File: config.mk
export PLATFORM = sky130hd
export DESIGN_NAME = fp_square_seq
export DESIGN_NICKNAME = d
export VERILOG_FILES = /design/src/rtl/fp_pkg.sv /design/src/rtl/fp_mant_mul_seq.sv /design/src/rtl/fp_square_seq.sv
export SDC_FILE = /design/constraint.sdc
export NUM_CORES = 1
export LEC_CHECK = 0
export CAP_MARGIN = 40
export CORE_ASPECT_RATIO = 1.2
export CORE_MARGIN = 5
export CORE_UTILIZATION = 35
export DETAILED_ROUTE_END_ITERATION = 10
export GPL_TIMING_DRIVEN = 0
export MAX_ROUTING_LAYER = met4
export PLACE_DENSITY = 0.55
export SYNTH_ARGS = -nofsm -noshare
export SYNTH_HDL_FRONTEND = slang
export SYNTH_SLANG_ARGS = --single-unit
File: constraint.sdc
create_clock -name clk -period 5.8 [get_ports clk]
set_clock_uncertainty 0.2 [all_clocks]
set_input_delay 1.45 -clock clk [delete_from_list [all_inputs] [get_ports clk]]
set_output_delay 1.45 -clock clk [all_outputs]
set_load 0.01 [all_outputs]
File: src/rtl/fp_pkg.sv
// rtl/fp_pkg.sv - shared single-precision constants and squarer state type
package fp_pkg;

  localparam int FP_BIAS  = 127;
  localparam int FP_MAN_W = 23;
  localparam int FP_EXP_W = 8;

  localparam logic [31:0] FP_POS_INF = 32'h7F80_0000;
  localparam logic [31:0] FP_QNAN    = 32'h7FC0_0000;
  localparam logic [31:0] FP_ZERO    = 32'h0000_0000;

  typedef enum logic [1:0] {
    ST_IDLE = 2'd0,
    ST_MUL  = 2'd1,
    ST_NORM = 2'd2,
    ST_DONE = 2'd3
  } sq_state_e;

endpackage

File: src/rtl/fp_mant_mul_seq.sv
// rtl/fp_mant_mul_seq.sv - 24x24 radix-2 shift-add mantissa squarer, one bit per cycle
module fp_mant_mul_seq
  import fp_pkg::*;
(
  input  logic                    clk,
  input  logic                    reset,
  input  logic                    start,
  input  logic [FP_MAN_W:0]       mcand,
  output logic                    done,
  output logic [2*FP_MAN_W+1:0]   prod
);

  logic [FP_MAN_W:0] m_q;
  logic [4:0]        cnt_q;
  logic              busy_q;

  // done marks the final add cycle; the full product is visible the cycle after
  assign done = busy_q && (cnt_q == 5'd23);

  always_ff @(posedge clk) begin
    if (reset) begin
      m_q    <= '0;
      cnt_q  <= '0;
      busy_q <= 1'b0;
      prod   <= '0;
    end else if (start) begin
      m_q    <= mcand;
      cnt_q  <= '0;
      busy_q <= 1'b1;
      prod   <= '0;
    end else if (busy_q) begin
      if (m_q[cnt_q])
        prod <= prod + ({{(FP_MAN_W+1){1'b0}}, m_q} << cnt_q);
      if (cnt_q == 5'd23)
        busy_q <= 1'b0;
      else
        cnt_q <= cnt_q + 5'd1;
    end
  end

endmodule

File: src/rtl/fp_square_seq.sv
// rtl/fp_square_seq.sv - multi-cycle IEEE-754 single squarer; FP_SQUARE_SEQ_ROUND_EN selects RNE over truncation
module fp_square_seq
  import fp_pkg::*;
(
  input  logic        clk,
  input  logic        reset,
  input  logic        in_valid,
  output logic        in_ready,
  input  logic [31:0] A,
  output logic        out_valid,
  input  logic        out_ready,
  output logic [31:0] f_sq,
  output logic        ovf,
  output logic        unf
);

  sq_state_e                state_q;
  logic [FP_EXP_W-1:0]      exp_q;
  logic [2*FP_MAN_W+1:0]    prod;
  logic                     mul_done;
  logic                     accept;
  logic [FP_EXP_W-1:0]      a_exp;
  logic [FP_MAN_W-1:0]      a_man;

  assign in_ready  = (state_q == ST_IDLE);
  assign out_valid = (state_q == ST_DONE);
  assign accept    = in_valid && in_ready;
  assign a_exp     = A[30:23];
  assign a_man     = A[22:0];

  fp_mant_mul_seq u_mul (
    .clk   (clk),
    .reset (reset),
    .start (accept),
    .mcand ({1'b1, a_man}),
    .done  (mul_done),
    .prod  (prod)
  );

  logic signed [9:0]     e_base;
  logic signed [9:0]     e_norm;
  logic signed [9:0]     e_fin;
  logic [FP_MAN_W-1:0]   mant_sel;
  logic [FP_MAN_W:0]     mant_rnd;
  logic [FP_MAN_W-1:0]   mant_fin;
  logic                  round_up;
  logic [31:0]           norm_f;
  logic                  norm_ovf;
  logic                  norm_unf;

`ifdef FP_SQUARE_SEQ_ROUND_EN
  logic guard;
  logic sticky;
  logic unused_bits;
  assign unused_bits = A[31];
`else
  logic unused_bits;
  // truncation never looks below the kept mantissa
  assign unused_bits = ^{A[31], prod[22:0]};
`endif

  always_comb begin
    e_base   = $signed({1'b0, exp_q, 1'b0}) - 10'sd127;
    mant_sel = prod[47] ? prod[46:24] : prod[45:23];
    e_norm   = prod[47] ? e_base + 10'sd1 : e_base;
`ifdef FP_SQUARE_SEQ_ROUND_EN
    guard    = prod[47] ? prod[23] : prod[22];
    sticky   = prod[47] ? |prod[22:0] : |prod[21:0];
    round_up = guard && (sticky || mant_sel[0]);
`else
    round_up = 1'b0;
`endif
    mant_rnd = {1'b0, mant_sel} + {{FP_MAN_W{1'b0}}, round_up};
    if (mant_rnd[FP_MAN_W]) begin
      mant_fin = '0;
      e_fin    = e_norm + 10'sd1;
    end else begin
      mant_fin = mant_rnd[FP_MAN_W-1:0];
      e_fin    = e_norm;
    end
    norm_ovf = 1'b0;
    norm_unf = 1'b0;
    if (e_fin >= 10'sd255) begin
      norm_f   = FP_POS_INF;
      norm_ovf = 1'b1;
    end else if (e_fin <= 10'sd0) begin
      norm_f   = FP_ZERO;
      norm_unf = 1'b1;
    end else begin
      norm_f = {1'b0, e_fin[7:0], mant_fin};
    end
  end

  always_ff @(posedge clk) begin
    if (reset) begin
      state_q <= ST_IDLE;
      exp_q   <= '0;
      f_sq    <= FP_ZERO;
      ovf     <= 1'b0;
      unf     <= 1'b0;
    end else begin
      case (state_q)
        ST_IDLE: begin
          if (in_valid) begin
            exp_q <= a_exp;
            // zero, denormal, inf and NaN bypass the multiplier entirely
            if (a_exp == '0) begin
              f_sq    <= FP_ZERO;
              ovf     <= 1'b0;
              unf     <= 1'b0;
              state_q <= ST_DONE;
            end else if (a_exp == '1) begin
              f_sq    <= (a_man == '0) ? FP_POS_INF : FP_QNAN;
              ovf     <= 1'b0;
              unf     <= 1'b0;
              state_q <= ST_DONE;
            end else begin
              state_q <= ST_MUL;
            end
          end
        end
        ST_MUL: begin
          if (mul_done)
            state_q <= ST_NORM;
        end
        ST_NORM: begin
          f_sq    <= norm_f;
          ovf     <= norm_ovf;
          unf     <= norm_unf;
          state_q <= ST_DONE;
        end
        ST_DONE: begin
          if (out_ready)
            state_q <= ST_IDLE;
        end
        default: state_q <= ST_IDLE;
      endcase
    end
  end

endmodule

==> flow_results.org, run 1 <==
** Global route
- The initial antenna violation count is 0.
- Largest net degree at the start of global routing :: 17
- Global routing finished with a remaining overflow of 0.
- The via count of the first global-routing pass was 8655.
- Overall track demand over capacity in global routing :: about a fifth
- The first global-routing pass estimated roughly 46 mm of wire.

** Setup path
- The critical path ends at u_mul.prod[41].
- Cell type with the highest occurrence count on the critical path :: mux2i_1
- For the worst setup path, the data arrival time is between 5 and 6 ns.
- Worst path bufs/invs :: 4
- Worst R2R End :: u_mul.prod[41]
- The cell family contributing the most delay on the critical path is simple AND/OR/NAND/NOR gates.
- Maximum fanout encountered on the critical timing path :: 10
- Slowest stage delay, CP :: around 0.49 ns
- STA puts the critical path data required time at a little under 6 ns.
- Walking the worst path, the cells encountered are buf_2, buf_2, clkbuf_2, clkbuf_2, mux2i_1, mux2i_1, o21ai_0, mux2i_1, ha_1, and3_1, nand4_1, or3_1, o21bai_2, a31o_2, or3b_1, or4_1, nand3_1.
- Depth of the worst register-to-register path :: 17
- Setup crit start kind :: register
- The critical path in this run is classified as register to register.
- Crit path from :: u_mul.cnt_q[0]
- Setup crit end kind :: register
- The worst register-to-register path has a setup slack of about 0.32 ns.
- The critical path crosses 17 cells after its start point.
- The slowest stage of the critical path is the o21ai_0 cell.
- Crit Reg-Reg Startpoint :: u_mul.cnt_q[0]

** Placed design
- Routability-driven placement finished with a final weighted congestion of between 0.9 and 1.
- Post-DP HPWL :: between 20 and 25 mm
- In this run the cell area measured after placement is roughly 0.010 mm2.
- Buffers on Ports :: between 60 and 70

** Logic synthesis
- Summed over its instances, the top area cell type makes up around a quarter of the synthesized netlist area.
- The largest total area in the synthesized netlist belongs to dfxtp_1.
- Yosys mapped a number of flops with a built-in enable equal to 0.
- Top post-synthesis cells by area :: dfxtp_1, ha_1, a21oi_1, nor2_1, mux2_2
- After synthesis, the mean cell area works out to between 7 and 8 um2.
- Dominant cell by count in the synthesized netlist :: nor2_1
- Synthesized-area fraction occupied by xor and xnor cells :: 4.048%
- Post-synthesis sequential element count :: ~120
- Post-synthesis share of cell area spent on and, or, nand and nor gates :: a little over a fifth
- The synthesized netlist devotes between 20% and 30% of its cell area to compound gates.
- Dominant combinational cell family by area after synthesis :: compound AO/OA/AOI/OAI gates
- Netlist area before placement :: just over 0.009 mm2
- In this run, distinct cell masters in the synthesized netlist total 80.
- The number of nets in the synthesized netlist is 1277.
- Post-Syn Instances :: between 1000 and 1500
- Sequential cells were found to cover 26.66% of the synthesized design area.
- Fraction of registers with async set/reset :: 0%
- For this run, the number of Yosys warnings is 0.
- Commonest cells in the netlist :: nor2_1, a21oi_1, nand2_1
- Mux share of post-synthesis cell area :: a little over an eighth
- Synthesized-area fraction occupied by adder cells :: roughly 8.1%
- For this run, the leading register cell type out of synthesis is dfxtp_1.

** Clock network
- Count of H-tree levels built during CTS :: 4
- Clock tree from TritonCTS :: yes
- TritonCTS Sinks :: roughly 120
- CTS clk-pin slew, worst paths :: 0.06 ns
- The root buffer cell chosen for the clock tree is clkbuf_16.
- For the worst-skew pair, the clock arrives at the later sink with an insertion delay of approximately 0.44 ns.
- Number of buffers created by CTS :: 17
- The clock passes through at most 2 buffers.
- Quantity of hold-fixing buffers added after cts :: 0

** Routing
- The detailed router finished its first iteration with around 570 violations.
- Per-cell via count in the routed design :: 5.479
- DRC violations left :: 0
- In the final routed layout, each cell accounts on average for between 15 and 20 um.
- Post-detailed-route count of antenna-violating nets :: 0
- Summing over every cut layer, the via total after detailed routing is roughly 8800.
- The first TritonRoute pass finished after 6 iterations.
- Overall routed net length :: between 20 and 30 mm

** Die
- Pin placement for this block handled 72 I/O pins.
- Row generation in the floorplan step produced 64 rows.
- Starting density of the core :: 35.58%
- The die covers 0.02930 mm2.
- In this run the standard cell core region covers around 0.026 mm2.
- The floorplan step set the die height to roughly 190 um.
- Measured along the x axis, the die boundary spans 157.1 um.

** Timing
- Setup repair after global routing left no endpoint under its margin.
- Subtracting the final worst setup slack from the clock period gives 5.482 ns.
- Worst relative slew slack :: a little under three fifths
- After routing, the total negative slack on setup checks comes to 0 ns.
- Transition time at the pin with the least slew margin :: just under 0.7 ns
- Achievable frequency :: between 150 and 200 MHz
- The count of pins over their slew limit came to 0.
- Number of endpoints failing setup at the final stage :: 0
- Across all hold checks on the routed design, the worst slack comes to roughly 0.26 ns.
- After layout, the worst path uses around 95% of the clock period.
- Final Hold Viols :: 0

** Layout
- Fillcell total :: ~2600
- The sequential cells in the finished layout cover a total of between 0.002 and 0.0025 mm2.
- Final non-filler cell area :: between 0.01 and 0.015 mm2
- Cells with a size suffix above 1 make up 10.21% of the layout.
- After the last flow step, the layout net total stands at approximately 1400.
- Multi-input logic area :: 0.006232 mm2
- Synthesis-to-layout area growth :: 19.19%
- The number of antenna diodes in the final layout is 0.

** Run
- Across the run, the number of max-cap violations was 0.

** Power
- The analysis attributes to cell leakage a power of just over 4 nW.
- In this run switching power makes up a little under two fifths of total power.
- Summed over all nets, the switching power comes to between 1 and 1.5 mW.
- Of the total power, combinational logic draws around 35%.
- Pwr Total :: ~3.3 mW
- Relative contribution of the clock network to total power :: 35.3%
- Dividing total power by cell area gives a power density of just over 300 mW/mm2.
- Registers are responsible for a little under a third of the overall power.
- The worst-case IR drop observed on VDD is ~0.17 mV.
- Int Power :: between 2 and 2.5 mW

** Outcome
- The run finished with clean final reports.

** Min path
- In this run the worst hold path is classified as register to register.
==> worst reg2reg max path: cells and delay by family (launching register included) <==
family                     cells  cell delay [ns]
and+or+nand+nor                6             1.72
muxes                          3             0.73
buffers and inverters          4             1.05
DFF                            1             0.35
adders and majority gates      1             0.42
AOI/OAI and AO/OA              3             0.93
==> metrics by stage <==
stage	setup WS, ns	util, %	std cells
after global placement	0.02230	39.86	1581
after global routing	0.04621	42.40	1613
after detailed placement	0.01761	39.86	1581
after CTS	0.003386	42.38	1613
after floorplan	1.179	-	1183
final	0.3176	42.40	1613
==> state kept, by name, indices dropped and copies added (netlist names) <==
register,count
u_mul.cnt_q,5
f_sq,31
u_mul.m_q,24
exp_q,8
u_mul.busy_q,1
state_q,2
unf,1
ovf,1
u_mul.prod,48
==> cells in the final DEF (no fill, tap or decap), types with 7 or more instances in the layout <==
cell and n:
a21o_1 22, xor2_1 17, or3_1 8, and3_1 7
clkbuf_16 17, ha_1 57, o21ai_0 36, a21oi_1 138
nor3_1 14, clkbuf_1 58, and2_1 7, nand2_1 136
buf_2 13, o22ai_1 14, o21bai_1 8, mux4_2 7
a22oi_1 24, a31oi_1 13, nor4_1 7, mux2_2 46
mux2i_1 51, o21ai_1 9, xnor2_1 25, clkdlybuf4s50_1 68
dfxtp_1 121, nand4_1 20, nand3_1 34, nor2_1 171
inv_1 20
==> worst min-delay path by stage <==
stage / start / endpoint / slack (ns) / cells after the start
6_report: exp_q[7] / exp_q[7] / 0.26 / 2
5_1_grt: exp_q[7] / exp_q[7] / 0.29 / 2
4_1_cts: exp_q[7] / exp_q[7] / 0.26 / 2
3_5_place_dp: exp_q[7] / exp_q[7] / 0.25 / 2
3_3_place_gp: exp_q[7] / exp_q[7] / 0.25 / 2
2_1_floorplan: exp_q[7] / exp_q[7] / 0.24 / 2
==> logic make-up after synthesis <==
kind of cell             Yosys count
AO/OA/AOI/OAI                    322
XOR/XNOR                          42
adder cells (fa/ha/maj)           58
buffers and inverters            104
flip-flops                       121
multiplexers                     104
other                              1
AND/OR/NAND/NOR                  431
==> routing by layer <==
metal	up-vias	track usage, %	part of all wire [%]
li1	4452	-	-
met1	4146	24.35	44
met2	194	34.67	49
met3	46	2.873	3.4
met4	0	6.984	3.0
met5	-	-	0
==> power by group through the flow <==
stage / registers [mW] / clock network (mW) / logic, mW
2_1_floorplan: 1.01 / 0 / 0.766
5_1_grt: 1.01 / 1.23 / 1.27
3_5_place_dp: 1.02 / 0 / 1.15
3_3_place_gp: 1.02 / 0 / 1.15
6_report: 0.999 / 1.18 / 1.15
4_1_cts: 0.998 / 1.20 / 1.15
==> area by class of cell <==
class | instances | area share (%)
Buffer | 83 | 3.304
Clock buffer | 19 | 4.182
Clock inverter | 13 | 1.767
Inverter | 21 | 0.7508
Multi-Input combinational cell | 958 | 57.54
Sequential cell | 121 | 22.36
Tap cell | 330 | 3.812
Timing Repair Buffer | 68 | 6.284
==> what timing repair did <==
action	in CTS	in global routing
resized for setup	0	6
setup buffers	0	0
endpoints found under the setup margin	0	17
No activity file was read; power rests on OpenSTA's default activity.
==> run 2, diff against run 1 <==
- CORE_UTILIZATION: 35 -> 60
- PLACE_DENSITY: 0.55 -> 0.84
==> run 2 against run 1 <==
  * Wire length is 9.6% lower
  * First-iteration DRC count up 10%
  * Via count up 2.5%
  * Count of clock-buffer cells in the layout up 2
  * Core utilization grew 28 points
  * Register-to-register slack worse by 0.07 ns
  * Die area fell by 40%
  * Final area shrank 2.2%
  * Global-route usage is 11 points higher
  * Clock power down 14%
  * Sequential power is essentially flat
  * Critical path type unchanged
  * Largest power group is now combinational logic
==> flow_results.org, run 2 (same netlist as run 1, synthesis figures left out) <==
** Outcome
- Result of the run :: complete, no violations

** Setup path
- Setup crit start kind :: register
- Slowest stage delay, CP :: 0.47 ns
- Grouping stages by cell kind, the critical path spends the most delay in simple AND/OR/NAND/NOR gates.
- Data on the critical path is required at its endpoint by 5.96 ns.
- At the worst endpoint, the arrival time is between 5 and 6 ns.
- Classification of the worst setup path :: register to register
- Crit Reg-Reg Startpoint :: u_mul.cnt_q[2]
- The slowest stage of the critical path belongs to the cell buf_1.
- Setup crit end kind :: register
- Worst path bufs/invs :: 4
- Along the worst path, the maximum fanout reaches 10.
- The most critical setup path has its startpoint at u_mul.cnt_q[2].
- Critical Path, Cell by Cell :: clkbuf_1, clkbuf_1, buf_1, clkbuf_1, a21oi_1, nand2_1, o21ai_0, mux2i_1, ha_1, and3_1, nand4_1, or3_1, o21bai_2, a31o_2, or3b_1, or4_1, nand3_1
- Cell type with the highest occurrence count on the critical path :: clkbuf_1

** Clock network
- CTS clk-pin slew, worst paths :: 0.06 ns
- Count of H-tree levels built during CTS :: 4
- The tree built by TritonCTS fans out to about 120 sinks.
- Clock tree from TritonCTS :: yes
- Clock Path Buffers :: 2
- Worst skew pair latency :: roughly 0.42 ns
- In this run, post-CTS hold repair placed 0 buffers.
- Buffers inserted during clock tree synthesis total 17.
- The root buffer cell chosen for the clock tree is clkbuf_16.

** Timing
- The clock period could shrink to roughly 5.6 ns.
- Slew Limit Fails :: 0
- Final WS setup :: between 0.2 and 0.25 ns
- Achievable frequency :: ~180 MHz
- Transition time at the pin with the least slew margin :: between 0.7 and 0.8 ns
- Post-route fraction of the period consumed by the critical path :: between 90% and 100%
- Summed over all failing endpoints, the final setup total negative slack is 0 ns.
- WHS :: roughly 0.26 ns
- Final Hold Viols :: 0
- Number of endpoints failing setup at the final stage :: 0
- Headroom to the max-slew limit came out at between 50 and 60%.
- Unrepaired setup endpoints after global routing :: no

** Routing
- Across all layers, the routed design uses 9055 vias.
- Post-detailed-route count of antenna-violating nets :: 0
- Per-cell via count in the routed design :: slightly above 6
- After detailed routing, the number of remaining DRC violations is 0.
- Summed over all layers, the routed wires come to roughly 26 mm.
- For this block, the initial DRC count from the detailed router was between 600 and 700.
- DR pass1 iterations :: 5
- Detail-routed net length per standard cell :: 17.78 um

** Global route
- Vias in the first global route :: approximately 8700
- The initial antenna violation count came to 0.
- Entering global routing, the biggest net connects 17 pins.
- Overall track demand over capacity in global routing :: between 30% and 40%
- Global route overflow :: 0
- Wire length of the first global-routing pass :: approximately 43 mm

** Die
- For this configuration, the core starts out at a cell density of 60.75%.
- Measured along the x axis, the die boundary spans between 100 and 150 um.
- The floorplan has ~50 rows.
- The region available for standard cell placement spans 0.01496 mm2.
- Measured along the y axis, the die boundary spans ~140 um.
- During I/O placement, the number of pins put on the boundary was 72.
- Die Footprint :: 0.01772 mm2

** Layout
- Largest register by flop count :: u_mul.prod
- In the final layout, the registers with the most flip-flops are u_mul.prod (48), f_sq (31), u_mul.m_q (24).
- Commonest non-fill, non-tap cells in the layout :: nor2_1, a21oi_1, nand2_1
- The register with the most flip-flops in the layout has 48 of them.
- For this run, the post-layout net count is 1363.
- Leaving out fill and tap cells, the most frequent cell in the layout is nor2_1.
- The repair_antennas step left the layout with diodes totalling 0.
- Cells with a size suffix above 1 make up 9.914% of the layout.
- Non-filler cells, final :: around 1500
- Synthesis-to-layout area growth :: 16.52%

** Placed design
- Routability-driven placement finished with a final weighted congestion of roughly 1.0.
- Post-DP HPWL :: between 20 and 25 mm
- In this run the tool buffered the top-level ports with just under 70 buffer cells.
- Pre-CTS WS :: ~0.13 ns
- Counting tap cells, the placed design contains a total of ~1500 instances.

** Power
- The worst-case IR drop observed on VDD is 0.1929 mV.
- Leak Pwr :: between 4 and 5 nW
- In this run the power density over the cells is between 200 and 300 mW/mm2.
- The completed layout was analyzed and its total power is 3.160 mW.

** Run
- Max-cap violations in this run came to 0.

** Min path
- Worst min path class :: register to register
- Beginning of the worst hold path :: u_mul.prod[0]
-- run 2: cell types whose count changed in the layout (fill, tap and decap cells not counted), sizes merged --
cell,delta
bufinv,-3
buf,+1
inv,-1
clkinv,-1
clkinvlp,+2
-- run 2: tightest hold or removal path, cell delays in order, from the launching register on --
cell	delay, ns
dfxtp_1	0.31
nand2_1	0.05
a21oi_1	0.05
-- run 2: what timing repair did --
item,in CTS,in global routing
endpoints found under the setup margin,0,15
setup buffers,0,0
resized for setup,0,4
-- run 2: metrics by stage --
stage               cell area, um2  utilization, %
finish                       10590           70.78
floorplan                     9087               -
detailed placement           10020           67.00
global placement             10020           67.00
global route                 10590           70.78
CTS                          10590           70.78
-- run 2: path summary, 6_finish.rpt --
kind | endpoint | slack (ns) | cells after the start
worst min-delay path | u_mul.prod[0] | 0.26 | 2
worst min register to register | u_mul.prod[0] | 0.26 | 2
worst max register to register | u_mul.prod[41] | 0.25 | 17
worst max-delay path | u_mul.prod[41] | 0.25 | 17
-- run 2: cell type report --
type / count / area [um2]
tap: 204 / 255.2
clock buffer: 21 / 470.5
multi-input combinational: 958 / 6232
sequential: 121 / 2422
buffer: 82 / 351.6
inverter: 21 / 81.33
timing repair buffer: 68 / 680.7
fill: 1291 / 4370
clock inverter: 10 / 95.09
-- run 2: where the power goes --
part           internal, mW  switching (mW)  total, mW
registers             0.920          0.0829       1.00
clock network         0.620           0.396       1.02
logic                 0.426           0.715       1.14
total                  1.97            1.19       3.16
-- run 2: routing by layer --
layer	part of all wire [%]	wire length, um	vias to the layer above	GRT usage [%]
li1	-	-	4432	-
met1	43	11450	4294	37.65
met2	49	12900	276	52.49
met3	4.7	1241	53	3.888
met4	3.1	806	0	12.03
met5	0	0	-	-
